## src/rtl/hadamard_frame_ctrl.sv

```systemverilog
// Frame sequencer for the 4-lane complex Hadamard butterfly core: buffers one
// frame, issues it group by group over a start/done handshake, then streams it out.
module hadamard_frame_ctrl #(
  parameter int expWidth    = 4,
  parameter int sigWidth    = 4,
  parameter int formatWidth = 9,
  parameter int NGROUP      = 4,
  parameter int ADDR_W      = 4,
  parameter int TIMEOUT     = 15
) (
  input  logic                       clk,
  input  logic                       rst,
  input  logic                       in_valid,
  output logic                       in_ready,
  input  logic [formatWidth-1:0]     in_real,
  input  logic [formatWidth-1:0]     in_imag,
  input  logic                       tw_we,
  input  logic [ADDR_W-1:0]          tw_addr,
  input  logic [formatWidth-1:0]     tw_real,
  input  logic [formatWidth-1:0]     tw_imag,
  output logic                       core_start,
  output logic [4*formatWidth-1:0]   core_in_real,
  output logic [4*formatWidth-1:0]   core_in_imag,
  output logic [4*formatWidth-1:0]   core_tw_real,
  output logic [4*formatWidth-1:0]   core_tw_imag,
  input  logic [4*formatWidth-1:0]   core_out_real,
  input  logic [4*formatWidth-1:0]   core_out_imag,
  input  logic                       core_done,
  output logic                       out_valid,
  input  logic                       out_ready,
  output logic [formatWidth-1:0]     out_real,
  output logic [formatWidth-1:0]     out_imag,
  output logic                       out_last,
  output logic                       err_timeout
);

  localparam int unsigned FW = formatWidth;
  localparam int unsigned NS = 4 * NGROUP;
  localparam int unsigned GW = ADDR_W - 2;
  localparam int unsigned TW = $clog2(TIMEOUT + 2);

  if ((formatWidth != 1 + expWidth + sigWidth) || ((1 << ADDR_W) != 4 * NGROUP)) begin : g_param_check
    $error("hadamard_frame_ctrl: inconsistent parameter set");
  end

  typedef enum logic [1:0] {
    S_LOAD,
    S_ISSUE,
    S_WAIT,
    S_DRAIN
  } state_t;

  state_t                r_state;
  state_t                w_next;
  logic [ADDR_W-1:0]     r_k;
  logic [GW-1:0]         r_g;
  logic [GW-1:0]         w_issue_g;
  logic [ADDR_W-1:0]     r_idx;
  logic [TW-1:0]         r_timer;
  logic                  r_err;
  logic                  r_core_start;
  logic [4*FW-1:0]       r_core_in_re;
  logic [4*FW-1:0]       r_core_in_im;
  logic [4*FW-1:0]       r_core_tw_re;
  logic [4*FW-1:0]       r_core_tw_im;

  logic [FW-1:0]         r_buf_re [NS];
  logic [FW-1:0]         r_buf_im [NS];
  logic [FW-1:0]         r_tw_re  [NS];
  logic [FW-1:0]         r_tw_im  [NS];
  logic [FW-1:0]         r_res_re [NS];
  logic [FW-1:0]         r_res_im [NS];

  logic                  w_in_fire;
  logic                  w_out_fire;
  logic                  w_k_last;
  logic                  w_g_last;
  logic                  w_idx_last;
  logic                  w_timeout;
  logic                  w_capture;

  always_comb begin
    w_in_fire  = in_valid && (r_state == S_LOAD);
    w_out_fire = out_ready && (r_state == S_DRAIN);
    w_k_last   = (r_k == ADDR_W'(NS - 1));
    w_g_last   = (r_g == GW'(NGROUP - 1));
    w_idx_last = (r_idx == ADDR_W'(NS - 1));
    w_timeout  = (r_timer == TW'(TIMEOUT));
    w_capture  = core_done && (r_state == S_WAIT);
  end

  always_ff @(posedge clk or negedge rst) begin
    if (!rst) begin
      r_state <= S_LOAD;
    end else begin
      r_state <= w_next;
    end
  end

  // A done arriving on the timeout cycle still counts: it is tested first.
  always_comb begin
    w_next    = r_state;
    w_issue_g = '0;
    case (r_state)
      S_LOAD: begin
        if (w_in_fire && w_k_last) begin
          w_next = S_ISSUE;
        end
      end
      S_ISSUE: begin
        w_next = S_WAIT;
      end
      S_WAIT: begin
        if (core_done) begin
          if (w_g_last) begin
            w_next = S_DRAIN;
          end else begin
            w_next    = S_ISSUE;
            w_issue_g = r_g + GW'(1);
          end
        end else if (w_timeout) begin
          w_next = S_LOAD;
        end
      end
      S_DRAIN: begin
        if (w_out_fire && w_idx_last) begin
          w_next = S_LOAD;
        end
      end
      default: begin
        w_next = S_LOAD;
      end
    endcase
  end

  // Core buses are loaded on the edge that enters ISSUE, so they are valid
  // alongside core_start; the timer reads 0 in ISSUE and counts cycles since start.
  always_ff @(posedge clk or negedge rst) begin
    if (!rst) begin
      r_k          <= '0;
      r_g          <= '0;
      r_idx        <= '0;
      r_timer      <= '0;
      r_err        <= 1'b0;
      r_core_start <= 1'b0;
      r_core_in_re <= '0;
      r_core_in_im <= '0;
      r_core_tw_re <= '0;
      r_core_tw_im <= '0;
    end else begin
      r_core_start <= (w_next == S_ISSUE);

      if (r_state == S_WAIT && !core_done && w_timeout) begin
        r_k <= '0;
      end else if (w_in_fire) begin
        r_k <= r_k + ADDR_W'(1);
      end

      if (w_next == S_WAIT) begin
        r_timer <= r_timer + TW'(1);
      end else begin
        r_timer <= '0;
      end

      if (r_state == S_WAIT && !core_done && w_timeout) begin
        r_err <= 1'b1;
      end

      if (r_state == S_WAIT) begin
        r_idx <= '0;
      end else if (w_out_fire) begin
        r_idx <= r_idx + ADDR_W'(1);
      end

      if (w_next == S_ISSUE) begin
        r_g <= w_issue_g;
        for (int unsigned j = 0; j < 4; j++) begin
          r_core_in_re[j*FW +: FW] <= r_buf_re[{w_issue_g, 2'(j)}];
          r_core_in_im[j*FW +: FW] <= r_buf_im[{w_issue_g, 2'(j)}];
          r_core_tw_re[j*FW +: FW] <= r_tw_re[{w_issue_g, 2'(j)}];
          r_core_tw_im[j*FW +: FW] <= r_tw_im[{w_issue_g, 2'(j)}];
        end
      end
    end
  end

  always_ff @(posedge clk) begin
    if (w_in_fire) begin
      r_buf_re[r_k] <= in_real;
      r_buf_im[r_k] <= in_imag;
    end
    if (tw_we) begin
      r_tw_re[tw_addr] <= tw_real;
      r_tw_im[tw_addr] <= tw_imag;
    end
    if (w_capture) begin
      for (int unsigned j = 0; j < 4; j++) begin
        r_res_re[{r_g, 2'(j)}] <= core_out_real[j*FW +: FW];
        r_res_im[{r_g, 2'(j)}] <= core_out_imag[j*FW +: FW];
      end
    end
  end

  always_comb begin
    in_ready     = (r_state == S_LOAD);
    out_valid    = (r_state == S_DRAIN);
    out_last     = (r_state == S_DRAIN) && w_idx_last;
    out_real     = r_res_re[r_idx];
    out_imag     = r_res_im[r_idx];
    err_timeout  = r_err;
    core_start   = r_core_start;
    core_in_real = r_core_in_re;
    core_in_imag = r_core_in_im;
    core_tw_real = r_core_tw_re;
    core_tw_imag = r_core_tw_im;
  end

endmodule

```

## config.mk

```make
export PLATFORM = sky130hd
export DESIGN_NAME = hadamard_frame_ctrl
export DESIGN_NICKNAME = d
export VERILOG_FILES = /design/src/rtl/hadamard_frame_ctrl.sv
export SDC_FILE = /design/constraint.sdc
export NUM_CORES = 1
export LEC_CHECK = 0
export CAP_MARGIN = 10
export CORE_UTILIZATION = 31
export CTS_CLUSTER_SIZE = 10
export DETAILED_ROUTE_END_ITERATION = 10
export DONT_BUFFER_PORTS = 1
export PLACE_DENSITY = 0.44
export SLEW_MARGIN = 20
export SYNTH_ARGS = -nofsm -noshare
export SYNTH_HDL_FRONTEND = slang
export SYNTH_SLANG_ARGS = --single-unit
```

## constraint.sdc

```tcl
create_clock -name clk -period 3.2 [get_ports clk]
set_input_delay 0 -clock clk [delete_from_list [all_inputs] [get_ports clk]]
set_output_delay 0 -clock clk [all_outputs]
set_load 0.01 [all_outputs]
```

=== After elaboration in Yosys (flattened, before gate mapping) ===
Memory sizes are Yosys's and may differ from the RTL's. A register that Yosys moved wholly into a read port is not among the register bits.
Index checks and enable logic that the tools add are counted.
Widths: inputs -> output; s select.

* Register bits: 19
* Input bits: 118
* Memories: 6
* Bits in writable memories: 864
* Word-level logic and storage cells: 74
* Output and inout port bits: 167

* Equality and inequality tests: 9
* Reductions and logical operators: 28
* Muxes and demuxes: 20
* Add/sub/neg operators: 4

{| class="wikitable"
|+ Memories
! name !! depth !! bits a word !! read ports !! clocked after memory_dff !! write ports !! RTL line !! source
|-
| r_buf_im || 16 || 9 || 4 || 4 || 1 || 68 || <nowiki>logic [FW-1:0] r_buf_im [NS];</nowiki>
|-
| r_buf_re || 16 || 9 || 4 || 4 || 1 || 67 || <nowiki>logic [FW-1:0] r_buf_re [NS];</nowiki>
|-
| r_res_im || 16 || 9 || 1 || 0 || 4 || 72 || <nowiki>logic [FW-1:0] r_res_im [NS];</nowiki>
|-
| r_res_re || 16 || 9 || 1 || 0 || 4 || 71 || <nowiki>logic [FW-1:0] r_res_re [NS];</nowiki>
|-
| r_tw_im || 16 || 9 || 4 || 4 || 1 || 70 || <nowiki>logic [FW-1:0] r_tw_im [NS];</nowiki>
|-
| r_tw_re || 16 || 9 || 4 || 4 || 1 || 69 || <nowiki>logic [FW-1:0] r_tw_re [NS];</nowiki>
|}

{| class="wikitable"
|+ Operator list
! cell !! number
|-
| $logic_not 1->1 || 17
|-
| $mux 2 || 8
|-
| $mux 4 || 4
|-
| $add 4x1->4 const B || 2
|-
| $eq 2x2->1 const B || 4
|-
| $eq 4x4->1 const B || 2
|-
| $logic_and 1x1->1 || 8
|-
| $pmux 2 s4 || 1
|-
| $mux 1 || 6
|-
| $add 5x1->5 const B || 1
|-
| $eq 5x4->1 const B || 1
|-
| $mux 5 || 1
|-
| $eq 2x1->1 const B || 2
|-
| $reduce_bool 2->1 || 2
|-
| $add 2x1->2 const B || 1
|-
| $logic_not 2->1 || 1
|}

=== Longest topological paths before layout ===
Gate-level depths: netlist of the first run.

* Depth in word-level cells: 7
* Mapped depth: 12
* Gate-level depth less buffers: 6

=== Least setup slack after synthesis of the first run ===
Ideal clock, no wire load.

* Path kind: register -> register
* Start point: reg r_g[0]
* End point: mem r_res_im[10][0] (netlist name), enable pin
* Library setup time: 0.438 ns
* Required time: 2.762 ns
* Period minus slack after synthesis: 3.342 ns
* Cell stages (with the launch flop): 7
* Data arrival time: 2.903 ns
* Buffers on the path: 3
* Setup slack: -0.142 ns
* Path through: dfrtp_1 -> buf_2 -> buf_2 -> buf_2 -> inv_1 -> ha_1 -> and2_1

{| class="wikitable"
|+ RTL lines
! item !! RTL line !! source
|-
| from (decl) || 56 || <nowiki>logic [GW-1:0] r_g;</nowiki>
|-
| from (signal assigned) || 176 || <nowiki>r_g <= w_issue_g;</nowiki>
|-
| to (decl) || 72 ||
|}

=== Worst setup path in the final report of the first run ===
* Start point: reg r_g[0]
* End point: reg r_core_tw_re[18], in the netlist core_tw_real[18] (read register of r_tw_re)

* Longest elaborated chain between the ends: 5
* Elaborated cells on any way between the ends: 9
* Those cells by class: add/sub (1); eq/ne (2); mux (6)

{| class="wikitable"
|+ RTL lines
! item !! RTL line !! source
|-
| $eq 2x2->1 || 86 || <nowiki>w_g_last = (r_g == GW'(NGROUP - 1));</nowiki>
|-
| $mux 2 || 115 || <nowiki>if (w_g_last) begin</nowiki>
|-
| $mux 2 || 114 || <nowiki>if (core_done) begin</nowiki>
|-
| $pmux 2 s4 || 104 || <nowiki>case (r_state)</nowiki>
|-
| $eq 2x1->1 || 175 || <nowiki>if (w_next == S_ISSUE) begin</nowiki>
|-
| to (decl) || 64 || <nowiki>logic [4*FW-1:0] r_core_tw_re;</nowiki>
|}

Several ways; a longest one is shown, not always the timed one.
A chain may end at the register's enable or synchronous reset.

==> qor.txt, run 1 <==
Status: complete, but fails checks
Failing checks: negative hold slack
First-pass GRT wire length: 154700 um
Area Overhead vs Synth: 18.84%
Layout cells sized above 1: 18.22%
CP Data Arrival Time: 3.59 ns
Comb pwr share: 23.5%
DR vias/cell: 5.008
Initial core utilization: 31.27%
Final Power: 40050 uW
# hold bufs at CTS: 166
Synth Register Bits: 1027
Leak: 0.01561 uW
Critical path type: reg -> reg
Final ANT Viol Nets: 0
Final max-slew violation count: 0
GRT Overall Usage: 16.17%
Post-DP HPWL: 61760 um
Cell Rows: 131
Root Buffer: clkbuf_16
Sequential Power Share: 45.4%
Tmin final: 2.919 ns
Switch Pwr: 12560 uW
CTS tree: done
Pint: 27490 uW
CTS HTree Levels: 3
Drt total wl: 106200 um
Setup Buffers After CTS: 0
Fill count: 11740
IO Port Bufs: 0
Main synth FF type: edfxtp_1
Req. time, crit path: 3.87 ns
Bufs on Longest Clock Path: 3
Hold crit path type: in -> async
Switch share: 31.36%
Crit-path max cell delay: 0.81 ns
Cell Chain, Critical Path: inv_1, ha_1, nor2_4, buf_12, a32oi_1, o211ai_1, mux2_4
DR vias: 20730
Cts bufs inserted: 119
CP Launch Type: register
CP Max Fanout: 72
Post-CTS Resized: 0
Largest net degree at the start of global routing: 164
Post-route DRC violation count: 0
Max Fclk: 342.6 MHz
Die X: 360.9 um
Clock Latency Late Sink: 0.72 ns
CTS sink count: 1027
Post-synthesis cell type count: 43
Fraction of registers with async set/reset: 15.87%
Die Y: 360.9 um
DRT iter0 DRCs: 1465
Most common cell after layout, fill and taps aside: edfxtp_1
Final hold vios: 163
Crit path max-delay family: simple AND/OR/NAND/NOR gates
CP bufs+invs: 2
Final nets: 2511
Initial antenna violation count: 16
Mapped Area: 0.03993 mm2
Final GP Congestion: 0.7453
EDFF count, synth: 864
Global route overflow: 0
Maximum vdd ir drop: 0.7285 mV
Sequential-to-total area share from yosys stat: 75.19%
Slowest CP cell: nor2_4
Mapped Nets: 2279
Worst slew pin tran: 1.015 ns
Final setup violation count: 0
Slew headroom: 32.19%
Mapped Cells: 2150
Die area: 0.1302 mm2
Mean post-synth cell area: 18.57 um2
Pwr dens: 843.9 mW/mm2
Unrepaired setup endpoints after global routing: no
Clock power share: 31.1%
Crit share post-route: 91.21%
Ys Warns: 0
Clk slew on worst S/H paths: 0.06 ns
Post-route setup TNS: 0 ns
Worst Setup End Kind: register
TritonRoute pass-1 iters: 5
Vias in the first global route: 21770
Worst hold slack: -1.025 ns
Clock skew: 0.03648 ns
Total of max-cap violations: 0
Most frequent cells in the layout: edfxtp_1, nand2_1, dlygate4sd3_1, dfrtp_1, mux2i_1
Core Region: 0.1277 mm2
Routed wire per std cell: 25.65 um
Io pins: 285
Yosys cell counts (17+ instances only):
cell / instances / area (um2)
a22oi_1: 36 / 270.3
a32oi_1: 144 / 1261
buf_2: 36 / 180.2
clkbuf_1: 72 / 270.3
dfrtp_1: 163 / 4079
edfxtp_1: 864 / 25940
mux2_1: 27 / 304.0
mux2_2: 17 / 191.4
mux2_4: 100 / 1501
mux2i_1: 149 / 1491
mux4_2: 72 / 1622
nand2_1: 178 / 668.1
nor2_1: 37 / 138.9
o211ai_1: 144 / 1081
power groups by stage:
| stage | logic, uW | registers, uW | clock network, uW |
|---|---|---|---|
| floorplan | 6810 | 17500 | 0 |
| global placement | 9130 | 18500 | 0 |
| detailed placement | 9230 | 18500 | 0 |
| CTS | 9630 | 18300 | 12900 |
| global route | 10200 | 18400 | 13300 |
| finish | 9410 | 18200 | 12500 |
path summary, 6_finish.rpt:
check                                       start                to  slack [ns]  depth (start not counted)
worst max-delay path                       r_g[0]  core_tw_real[18]        0.28                          7
worst min-delay path                          rst  core_tw_real[31]       -1.02                          0
worst max register to register             r_g[0]  core_tw_real[18]        0.28                          7
worst min register to register         r_timer[0]        r_timer[0]        0.48                          1
max in group asynchronous                     rst  core_in_imag[15]        3.91                          0
min in group clk                core_out_imag[14]    r_res_im[9][5]        0.05                          1
registers in the layout (all words and copies together), names as in the netlist:
| signal | count |
|---|---|
| core_in_imag | 36 |
| core_in_real | 36 |
| core_start | 1 |
| core_tw_imag | 36 |
| core_tw_real | 36 |
| err_timeout | 1 |
| r_buf_im | 144 |
| r_buf_re | 144 |
| r_g | 2 |
| r_idx | 4 |
| r_k | 4 |
| r_res_im | 144 |
| r_res_re | 144 |
| r_state | 2 |
| r_timer | 5 |
| r_tw_im | 144 |
| r_tw_re | 144 |
routing by layer:
layer / share of wire (%) / up-vias / GRT usage (%)
met5: 0.025 / - / 0
met3: 7.4 / 143 / 4.905
met1: 44 / 10830 / 21.58
met2: 46 / 562 / 25.46
li1: - / 9188 / -
met4: 2.3 / 4 / 4.389
cell type report:
class | count | area [um2] | area share [%]
Antenna cell | 7 | 17.52 | 0.03691
Multi-Input combinational cell | 974 | 9201 | 19.39
Clock inverter | 15 | 202.7 | 0.4271
Clock buffer | 194 | 3319 | 6.995
Tap cell | 1662 | 2079 | 4.382
Inverter | 11 | 41.29 | 0.08701
Sequential cell | 1027 | 30030 | 63.29
Timing Repair Buffer | 249 | 2560 | 5.395
cell families (layout without fill, tap and decap cells):
kind of cell / after synthesis / after routing / share of synthesized area [%]
AOI/OAI and AO/OA: 337 / 337 / 6.749
xor gates and xnor gates: 5 / 5 / 0.1097
adders and majority gates: 11 / 11 / 0.3447
buffers and inverters: 149 / 469 / 2.093
DFF: 1027 / 1027 / 75.19
muxes: 365 / 365 / 12.80
other: 0 / 7 / 0
and+or+nand+nor: 256 / 256 / 2.717
metrics by stage:
stage	hold WS, ns	setup WS, ns	instances	utilization [%]	instance area [um2]
6_report	-1.025	0.2813	4139	37.17	47450
5_1_grt	-1.081	0.1085	4137	37.16	47450
4_1_cts	-1.094	0.2248	4132	37.15	47440
3_5_place_dp	-0.2899	0.2425	3757	33.09	42250
3_3_place_gp	-0.2883	0.2555	3757	33.09	42250
2_1_floorplan	-0.2956	0.3690	2150	-	39940
Note: power is estimated with default switching activity, not from simulation.
==> inputs of run 2 (changes only) <==
MAX_ROUTING_LAYER = met4   (was not set)
==> qor.txt, run 2 (same netlist as run 1, synthesis figures left out) <==
Global route overflow: 0 (unchanged)
Post-route setup TNS: 0 ns (unchanged)
Final max-slew violation count: 0 (unchanged)
Worst hold slack: -1.025 ns (about the same)
Worst reg2reg path startpoint: r_g[0] (unchanged)
Cts bufs inserted: 119 (unchanged)
Clock power share: 31.1% (about the same)
Placed insts: 3757 (unchanged)
Area of the multi-input gates: 0.009201 mm2 (unchanged)
Die Y: 360.9 um (unchanged)
Sequential Power Share: 45.4% (about the same)
Die X: 360.9 um (unchanged)
Most frequent cells in the layout: edfxtp_1, nand2_1, dlygate4sd3_1, dfrtp_1, mux2i_1 (unchanged)
Clock Latency Late Sink: 0.72 ns (about the same)
Worst Setup End Kind: register (unchanged)
Post-route DRC violation count: 0 (unchanged)
Tmin final: 2.937 ns (was 2.919 ns)
Non-Filler Instances: 4142 (was 4139)
Hold crit path type: in -> async (unchanged)
Maximum vdd ir drop: 0.7289 mV (was 0.7285 mV)
Setup Buffers After CTS: 0 (unchanged)
Drt total wl: 106100 um (was 106200 um)
DR vias: 20780 (was 20730)
Switch Pwr: 12560 uW (about the same)
Unrepaired setup endpoints after global routing: no (unchanged)
Status: complete, but fails checks (unchanged)
Clock skew: 0.03706 ns (was 0.03648 ns)
Post-DP HPWL: 61760 um (unchanged)
Pwr dens: 843.9 mW/mm2 (about the same)
DRT iter0 DRCs: 1391 (was 1465)
Total of max-cap violations: 0 (unchanged)
Final hold vios: 163 (unchanged)
Failing checks: negative hold slack (unchanged)
Worst setup path startpoint: r_g[0] (unchanged)
Placement Setup Slack: 0.2425 ns (unchanged)
IO Port Bufs: 0 (unchanged)
Final ANT Viol Nets: 0 (unchanged)
First-pass GRT wire length: 154700 um (about the same)
Leak: 0.01561 uW (unchanged)
Clk slew on worst S/H paths: 0.06 ns (about the same)
Vias in the first global route: 21790 (was 21770)
Die area: 0.1302 mm2 (unchanged)
CP Data Arrival Time: 3.60 ns (was 3.59 ns)
Routed wire per std cell: 25.63 um (was 25.65 um)
# hold bufs at CTS: 166 (unchanged)
Register area: 0.03003 mm2 (unchanged)
GRT Overall Usage: 16.66% (was 16.17%)
Final WS setup: 0.2629 ns (was 0.2813 ns)
Req. time, crit path: 3.86 ns (was 3.87 ns)
Core Region: 0.1277 mm2 (unchanged)
Comb pwr share: 23.5% (about the same)
Area Overhead vs Synth: 18.86% (was 18.84%)
Root Buffer: clkbuf_16 (unchanged)
Slew headroom: 30.24% (was 32.19%)
Pint: 27490 uW (unchanged)
Final GP Congestion: 0.7546 (was 0.7453)
Fill count: 11740 (about the same)
Crit share post-route: 91.79% (was 91.21%)
CP Max Fanout: 72 (unchanged)
CTS HTree Levels: 3 (unchanged)
Largest net degree at the start of global routing: 164 (unchanged)
Io pins: 285 (unchanged)
Layout cells sized above 1: 18.22% (unchanged)
Most common cell after layout, fill and taps aside: edfxtp_1 (unchanged)
TritonRoute pass-1 iters: 5 (unchanged)
Critical path type: reg -> reg (unchanged)
Bufs on Longest Clock Path: 3 (unchanged)
Initial antenna violation count: 16 (unchanged)
CTS sink count: 1027 (unchanged)
CP Launch Type: register (unchanged)
Cell Rows: 131 (unchanged)
Worst slew pin tran: 1.044 ns (was 1.015 ns)
Final nets: 2511 (unchanged)
DR vias/cell: 5.018 (was 5.008)
CTS tree: done (unchanged)
Switch share: 31.37% (was 31.36%)
Initial core utilization: 31.27% (unchanged)
Final setup violation count: 0 (unchanged)
Max Fclk: 340.5 MHz (was 342.6 MHz)
==> run 2: changes by cell type in the layout (fill, tap and decap cells not counted) <==
cell	before	now
diode_2	7	10
==> run 2: what timing repair did <==
item | in CTS | in global routing
endpoints found under the hold margin | 1337 | 163
resized for setup | 0 | 0
endpoints found under the setup margin | 0 | 0
==> run 2: final cells by class <==
class | count | share of cell area [%]
Antenna cell | 10 | 0.05272
Clock buffer | 194 | 6.994
Clock inverter | 15 | 0.4271
Inverter | 11 | 0.08700
Multi-Input combinational cell | 974 | 19.39
Sequential cell | 1027 | 63.28
Tap cell | 1662 | 4.381
Timing Repair Buffer | 249 | 5.394
==> run 2: metal layers <==
layer / up-vias / track usage [%] / share of wire (%)
li1: 9199 / - / -
met1: 10850 / 21.61 / 44
met2: 585 / 25.53 / 46
met3: 149 / 4.782 / 7.7
met4: 0 / 4.389 / 2.3
met5: - / - / 0
==> run 2: power groups by stage <==
stage          Clock (uW)  Combinational [uW]  Sequential, uW
6_report            12500                9400           18200
3_3_place_gp            0                9130           18500
2_1_floorplan           0                6810           17500
4_1_cts             12900                9630           18300
3_5_place_dp            0                9230           18500
5_1_grt             13300               10200           18400
==> run 2: through the flow <==
stage | hold slack, ns | total power (uW) | utilization [%] | instance area, um2
floorplan | -0.2956 | 24330 | - | 39940
global placement | -0.2883 | 27620 | 33.09 | 42250
detailed placement | -0.2899 | 27750 | 33.09 | 42250
CTS | -1.094 | 40740 | 37.15 | 47440
global route | -1.083 | 41920 | 37.17 | 47450
finish | -1.025 | 40050 | 37.17 | 47460
==> run 2: path summary, 6_finish.rpt <==
check / endpoint / slack [ns] / depth (start not counted)
min in group clk: r_res_re[7][1] / 0.05 / 1
worst min-delay path: core_tw_real[31] / -1.03 / 0
worst max register to register: core_tw_real[33] / 0.26 / 7
worst min register to register: r_timer[0] / 0.48 / 1
worst max-delay path: core_tw_real[33] / 0.26 / 7
max in group asynchronous: r_idx[0] / 3.91 / 0
==> run 2: worst max-delay path: stages, from the launching register on <==
cell and delay, ns:
dfrtp_4 0.51, inv_1 0.13, ha_1 0.37, nor2_4 0.83, buf_12 0.47, a32oi_1 0.18
o211ai_1 0.14, mux2_4 0.18
